<file path="src/rtl/io_seq_pkg.sv">
// Shared definitions for the IO strobe sequencer.
//   seq_state_e            : sequencer states (IDLE, SETUP, STROBE, HOLD)
//   DEFAULT_SETUP_CYCLES   : default select-to-strobe setup time in cycles
//   DEFAULT_TIMEOUT_CYCLES : default ready-wait limit after minimum strobe width
//   CNT_W                  : width of the shared phase counter
package io_seq_pkg;

  typedef enum logic [1:0] {
    IDLE   = 2'd0,
    SETUP  = 2'd1,
    STROBE = 2'd2,
    HOLD   = 2'd3
  } seq_state_e;

  localparam int DEFAULT_SETUP_CYCLES   = 1;
  localparam int DEFAULT_TIMEOUT_CYCLES = 15;
  localparam int CNT_W                  = 8;

endpackage

</file>
<file path="src/rtl/io_seq_counter.sv">
// Loadable down-counter shared by the setup, wait-state and timeout phases.
//   clock      : rising-edge clock
//   clear_n    : asynchronous active-low clear (count -> 0)
//   load       : load load_value (has priority over dec)
//   load_value : value to load
//   dec        : decrement by one, saturating at zero
//   zero       : count is zero
module io_seq_counter
  import io_seq_pkg::*;
(
  input  logic             clock,
  input  logic             clear_n,
  input  logic             load,
  input  logic [CNT_W-1:0] load_value,
  input  logic             dec,
  output logic             zero
);

  logic [CNT_W-1:0] count;

  always_ff @(posedge clock or negedge clear_n) begin
    if (!clear_n) begin
      count <= '0;
    end else if (load) begin
      count <= load_value;
    end else if (dec && (count != '0)) begin
      count <= count - CNT_W'(1);
    end
  end

  assign zero = (count == '0);

endmodule

</file>
<file path="src/rtl/io_strobe_sequencer.sv">
// IO strobe sequencer: runs one select/strobe/hold access per accepted request
// towards a 2-to-4 decoded device bus.
//   clock, reset_n  : clock and asynchronous active-low reset
//   req             : access request, sampled in IDLE
//   dev, write      : target device and direction, captured on acceptance
//   wait_states     : minimum extra strobe cycles, captured on acceptance
//   ready           : device ready, sampled once minimum strobe width is met
//   sel             : device select (decoder sel)
//   strobe_n        : active-low strobe (decoder enable_n)
//   write_n         : active-low write qualifier
//   busy            : access in progress
//   ack, timeout    : one-cycle completion pulses during HOLD
module io_strobe_sequencer
  import io_seq_pkg::*;
#(
  parameter int SETUP_CYCLES   = DEFAULT_SETUP_CYCLES,
  parameter int TIMEOUT_CYCLES = DEFAULT_TIMEOUT_CYCLES
) (
  input  logic       clock,
  input  logic       reset_n,
  input  logic       req,
  input  logic [1:0] dev,
  input  logic       write,
  input  logic [3:0] wait_states,
  input  logic       ready,
  output logic [1:0] sel,
  output logic       strobe_n,
  output logic       write_n,
  output logic       busy,
  output logic       ack,
  output logic       timeout
);

  seq_state_e       state, state_next;
  logic             wait_phase, wait_phase_next;
  logic [3:0]       ws_q;
  logic             cnt_load, cnt_dec, cnt_zero;
  logic [CNT_W-1:0] cnt_value;
  logic             accept, ack_next, timeout_next;

  io_seq_counter u_counter (
    .clock      (clock),
    .clear_n    (reset_n),
    .load       (cnt_load),
    .load_value (cnt_value),
    .dec        (cnt_dec),
    .zero       (cnt_zero)
  );

  always_ff @(posedge clock or negedge reset_n) begin
    if (!reset_n) begin
      state      <= IDLE;
      wait_phase <= 1'b0;
    end else begin
      state      <= state_next;
      wait_phase <= wait_phase_next;
    end
  end

  // STROBE runs in two phases: the minimum-width phase (counter holds the
  // remaining wait states) and the ready-wait phase (counter holds the
  // remaining timeout budget). ready is honoured whenever the counter has
  // run out in the first phase, or on any cycle of the second phase.
  always_comb begin
    state_next      = state;
    wait_phase_next = wait_phase;
    cnt_load        = 1'b0;
    cnt_dec         = 1'b0;
    cnt_value       = '0;
    accept          = 1'b0;
    ack_next        = 1'b0;
    timeout_next    = 1'b0;
    case (state)
      IDLE: begin
        if (req) begin
          accept     = 1'b1;
          state_next = SETUP;
          cnt_load   = 1'b1;
          cnt_value  = CNT_W'(SETUP_CYCLES - 1);
        end
      end
      SETUP: begin
        if (cnt_zero) begin
          state_next      = STROBE;
          wait_phase_next = 1'b0;
          cnt_load        = 1'b1;
          cnt_value       = CNT_W'(ws_q);
        end else begin
          cnt_dec = 1'b1;
        end
      end
      STROBE: begin
        if (wait_phase || cnt_zero) begin
          if (ready) begin
            state_next = HOLD;
            ack_next   = 1'b1;
          end else if (!wait_phase) begin
            wait_phase_next = 1'b1;
            cnt_load        = 1'b1;
            cnt_value       = CNT_W'(TIMEOUT_CYCLES - 1);
          end else if (cnt_zero) begin
            state_next   = HOLD;
            timeout_next = 1'b1;
          end else begin
            cnt_dec = 1'b1;
          end
        end else begin
          cnt_dec = 1'b1;
        end
      end
      HOLD: begin
        state_next = IDLE;
      end
      default: begin
        state_next = IDLE;
      end
    endcase
  end

  // Outputs are registered from the next state so they line up with the
  // state they describe; sel/write_n only ever load on acceptance, which
  // keeps them frozen for the whole access and through the following IDLE.
  always_ff @(posedge clock or negedge reset_n) begin
    if (!reset_n) begin
      sel      <= '0;
      write_n  <= 1'b1;
      ws_q     <= '0;
      strobe_n <= 1'b1;
      busy     <= 1'b0;
      ack      <= 1'b0;
      timeout  <= 1'b0;
    end else begin
      if (accept) begin
        sel     <= dev;
        write_n <= ~write;
        ws_q    <= wait_states;
      end
      strobe_n <= (state_next != STROBE);
      busy     <= (state_next != IDLE);
      ack      <= ack_next;
      timeout  <= timeout_next;
    end
  end

endmodule

</file>
<file path="config.mk">
export PLATFORM = sky130hd
export DESIGN_NAME = io_strobe_sequencer
export DESIGN_NICKNAME = d
export VERILOG_FILES = /design/src/rtl/io_seq_pkg.sv /design/src/rtl/io_seq_counter.sv /design/src/rtl/io_strobe_sequencer.sv
export SDC_FILE = /design/constraint.sdc
export NUM_CORES = 1
export LEC_CHECK = 0
export BUFFER_PORTS_ARGS = -buffer_cell sky130_fd_sc_hd__buf_4
export CAP_MARGIN = 20
export CORE_MARGIN = 1
export CORE_UTILIZATION = 37
export CTS_CLUSTER_SIZE = 30
export DETAILED_ROUTE_END_ITERATION = 8
export GPL_TIMING_DRIVEN = 0
export HOLD_SLACK_MARGIN = 0.03
export PLACE_DENSITY = 0.65
export SETUP_SLACK_MARGIN = 0.1
export SKIP_LAST_GASP = 1
export SYNTH_ARGS = -nofsm -noshare
export SYNTH_HDL_FRONTEND = slang
export SYNTH_SLANG_ARGS = --single-unit
</file>
<file path="constraint.sdc">
create_clock -name clock -period 2.9 [get_ports clock]
set_clock_uncertainty 0.2 [all_clocks]
set_input_delay 0.29 -clock clock [delete_from_list [all_inputs] [get_ports clock]]
set_output_delay 0.29 -clock clock [all_outputs]
set_load 0.02 [all_outputs]
</file>
## Yosys cells after proc, flatten, opt, wreduce, memory -nomap -nowiden

Index checks and enable logic that the tools add are counted.

| storage, ports and cells | value |
|---|---|
| register bits after elaboration | 22 |
| output and inout port bits | 7 |
| bits of input ports | 11 |

| operators by class | value |
|---|---|
| reduce and logical (&&, ||, !) cells | 9 |
| mux-type cells | 37 |
| eq/ne operators | 7 |
| bitwise operators | 1 |
| add/sub/neg operators | 1 |

Operators by type and width:

| cell | count |
|---|---|
| $mux W1 | 20 |
| $mux W4 | 4 |
| $mux W8 | 2 |
| $mux W2 | 6 |
| $logic_not A8 Y1 | 1 |
| $ne A2 B2 Y1 const B | 4 |
| $pmux W2 S4 | 1 |
| $pmux W4 S2 | 1 |
| $reduce_bool A8 Y1 | 1 |
| $sub A8 B1 Y8 const B | 1 |
| $reduce_bool A2 Y1 | 3 |
| $eq A2 B2 Y1 const B | 2 |
| $pmux W1 S2 | 2 |
| $reduce_and A4 Y1 | 1 |
| $pmux W1 S3 | 1 |
| $eq A2 B1 Y1 const B | 1 |
| $logic_not A2 Y1 | 1 |
| $logic_and A1 B1 Y1 | 1 |
| $logic_or A1 B1 Y1 | 1 |
| $not A1 Y1 | 1 |

## Logic depth before layout (Yosys ltp)

| logic depth | value |
|---|---|
| depth in word-level cells | 9 |
| mapped depth | 7 |
| mapped depth without buffers | 7 |

## Cells and area by module

Synthesis repeated with hierarchy kept, for this count alone.

| second synthesis, totals | value |
|---|---|
| cell total of the unflattened synthesis | 132 |
| area total of the unflattened synthesis | 1290.0 um^2 |

By module, submodules not included:

| module | area each (um^2) | seq. area each (um^2) | cells each | instances |
|---|---|---|---|---|
| io_strobe_sequencer | 762.0 | 352.8 | 74 | 1 |
| io_seq_counter | 528.0 | 200.2 | 58 | 1 |

## Worst setup path after synthesis

Ideal clock, no wire load.

| path | value |
|---|---|
| path type | reg-to-reg |
| start | reg state[0] |
| end | reg u_counter.count[1] |
| required time | 2.575 ns |
| path slack | 0.627 ns |
| buffers on the path | 0 |
| period minus slack after synthesis | 2.273 ns |
| arrival | 1.948 ns |
| stages on the path, launching flop included | 7 |
| cells stage by stage | dfrtp_1 inv_1 ha_1 nor3b_1 o211ai_1 a21oi_2 mux2_2 |

| between the ends | value |
|---|---|
| cells in the longest elaborated chain, start to end | 4 |

RTL lines:

| what | RTL line | text |
|---|---|---|
| from (decl) | io_strobe_sequencer.sv:34 | `seq_state_e state, state_next;` |
| from (signal assigned) | io_strobe_sequencer.sv:55 | `state <= state_next;` |
| $eq A2 B2 Y1 or $eq A2 B1 Y1 (tied branches) | io_strobe_sequencer.sv:73 | `case (state)` |
| $pmux W1 S2 | io_strobe_sequencer.sv:73 |  |
| $logic_and A1 B1 Y1 | io_seq_counter.sv:26 | `end else if (dec && (count != '0)) begin` |
| $reduce_bool A2 Y1 (no source line) | - |  |
| to (signal assigned) | io_seq_counter.sv:25 | `count <= load_value;` |
| to (signal assigned) | io_seq_counter.sv:27 | `count <= count - CNT_W'(1);` |
| to (decl) | io_seq_counter.sv:19 | `logic [CNT_W-1:0] count;` |

Parallel ways exist; a longest one is shown, timed or not.
A chain may end at the register's enable or synchronous reset.

## Worst setup path in the final report

Same ends and word-level chain as after synthesis.

==> metrics <==
status completed; crit path from state[0]; # DRC 0; post-route ant nets 0; PortBufs 17; startpoint types register; Die ar. 3370 um^2; clk_lat worst skew 0.31 ns; nets 156; n_diodes 0; drt first pass iters 4; top cell type's share of synthesized area 0.4306; Psw 638.5 uW; worst-path fanout max 10; synth top area cells dfrtp_1, mux2_2, ha_1, dfstp_2, nor2_1; Max VDD drop 0.6219 mV; Worst Setup EP u_counter.count[1]; Clk pwr share 0.145; TritonCTS Buffers 3; Switching Share 0.4012; Finished Cell Area 1483 um^2; mean routed wirelength per cell 12.79 um; Placer Congestion 0.7531; Final period util 0.9072; layout cells sized above 1 0.2681; vias in the first global route 909; FF-to-FF path depth 6; RR Endpoint u_counter.count[1]; dpl cell area 1343 um^2; Max-cap violations 0; Remaining Overflow, GRT 0; setup TNS 0 ns; largest net degree at the start of global routing 23; area growth from synthesis to layout 27.56%; CTS tree done; Core Rows 19; H-tree depth 1; Pleak 0.6520 nW; Syn. warnings 0; root buf cell clkbuf_4; reg2reg start state[0]; final core occ 0.5154; chip width 58.05 um; IO Pins 18; maximum clock path buffer count 2; Post-DP HPWL 1.662 mm; syn_area_per_cell 10.66 um^2; clock sinks 22; most frequent cells in the layout dfrtp_1, buf_4, nor2_1, dlygate4sd3_1, mux2_2; Core Region 2877 um^2; synth unique cells 38; Sequential Power Share 0.334; f_max 380.1 MHz; setup bufs post-CTS 0; Gate power share 0.521; routed vias 908; Post-Syn Area 1162 um^2; slew margin rel. 0.5866; Hold Crit Class input port to register; area leader, netlist dfrtp_1; Yosys reg bits 22; total global-route track usage 0.1558; first-pass GRT wire length 4.008 mm; pwr/cell area 1073 nW/um^2; Initial DRC Count 42; Req. time, crit path 2.91 ns; reg-to-reg setup timing slack 0.27 ns; endpoints failing setup 0; unrepaired setup endpoints after global routing no; routed wire length 2.303 mm; vias per cell 5.044; worst endpoint data arrival time 2.64 ns; Setup WS post-layout 0.2692 ns; proportion of synthesized chip area in sequential cells 0.4758; crit end category register; crit path time final 2.631 ns; Fin. Hold Viols 0; initial antenna violation count 0; Slew Limit Fails 0; CTS clock-pin slew for the worst setup and hold paths 0.12 ns; Die H 58.05 um; Int Pwr 953.0 uW; pre-CTS setup slack 0.2329 ns; Initial Util 0.4041; most common cell after layout, fill and taps aside dfrtp_1; total power 1.591 mW; cell count after synthesis 109; Tightest Pin Transition 0.6144 ns; synthesized netlist net count 126; worst setup path class register to register
-- flip-flops by register name, indices dropped and copies added, names as in the netlist --
signal and cells:
ack 1, busy 1, sel 2, state 2, strobe_n 1, timeout 1
u_counter.count 8, wait_phase 1, write_n 1, ws_q 4
-- Yosys cell counts (all sizes together) --
master	count
dfstp	2
xor2	1
nor3b	4
a21boi	1
o211ai	1
ha	6
clkbuf	1
a21o	1
a31o	1
dfrtp	20
a31oi	1
nor4b	1
nor2	12
o21ai	6
mux2	7
xnor2	5
and3	3
a21oi	6
mux2i	2
or2	1
inv	4
nor4	3
o31a	1
or4	2
nor2b	1
o22ai	1
nand2b	2
nor3	4
nand2	6
nand4	1
o21a	1
or3	1
-- layer usage --
layer	up-vias	wire length (um)	global-route usage
met5	-	0	0
met4	0	12	0.03061
met3	2	93	0.04688
met2	23	1172	0.2660
met1	433	1025	0.1960
li1	450	-	-
-- worst max-delay path, cell delays in order, from the launching register on --
cell and delay [ns]:
dfrtp_1 0.43, inv_1 0.14, ha_1 0.32, nor3b_1 0.46
o211ai_1 0.22, a21oi_4 0.38, mux2_2 0.38
-- cell type report --
| cell class | instances | area, um^2 |
|---|---|---|
| timing repair buffer | 25 | 207.7 |
| multi-input combinational | 82 | 598.1 |
| buffer | 1 | 3.754 |
| inverter | 4 | 15.01 |
| tap | 42 | 52.55 |
| fill | 273 | 1394 |
| clock inverter | 1 | 30.03 |
| clock buffer | 3 | 22.52 |
| sequential | 22 | 553.0 |
-- worst min-delay path by stage --
stage / from / to / slack (ns) / depth (start not counted)
6_report: ready / ack / 0.05 / 2
5_1_grt: ready / ack / 0.05 / 2
4_1_cts: ready / ack / 0.04 / 2
3_5_place_dp: reset_n / u_counter.count[7] / -0.006 / 1
3_3_place_gp: reset_n / u_counter.count[7] / -0.009 / 1
2_1_floorplan: reset_n / ack / -0.21 / 0
-- logic make-up (layout without fill, tap and decap cells) --
logic type      after synthesis  after routing  synth area share
flops                        22             22            0.4758
xor+xnor                      6              6           0.04521
buf+inv                       5             34           0.01614
fa+ha+maj                     6              6           0.06458
compound gates               20             20            0.1066
simple gates                 41             41            0.2067
mux                           9              9           0.08504
-- stage by stage --
stage          instances  hold WS [ns]
6_report             180       0.04811
5_1_grt              180       0.04834
4_1_cts              180       0.04012
3_5_place_dp         168     -0.006173
3_3_place_gp         168     -0.008959
2_1_floorplan        109       -0.2056
-- what timing repair did --
action,in CTS,in global routing
resized for setup,0,1
endpoints found under the setup margin,0,3
endpoints found under the hold margin,29,0
hold buffers,8,0
-- power by group through the flow --
stage                     sequential (mW)  clock, mW  combinational (mW)
after floorplan                     0.559          0               0.577
after global placement              0.530          0               0.785
after detailed placement            0.539          0               0.809
after CTS                           0.532      0.242               0.822
after global routing                0.551      0.249               0.923
final                               0.531      0.231               0.829
No activity file was read; power rests on OpenSTA's default activity.
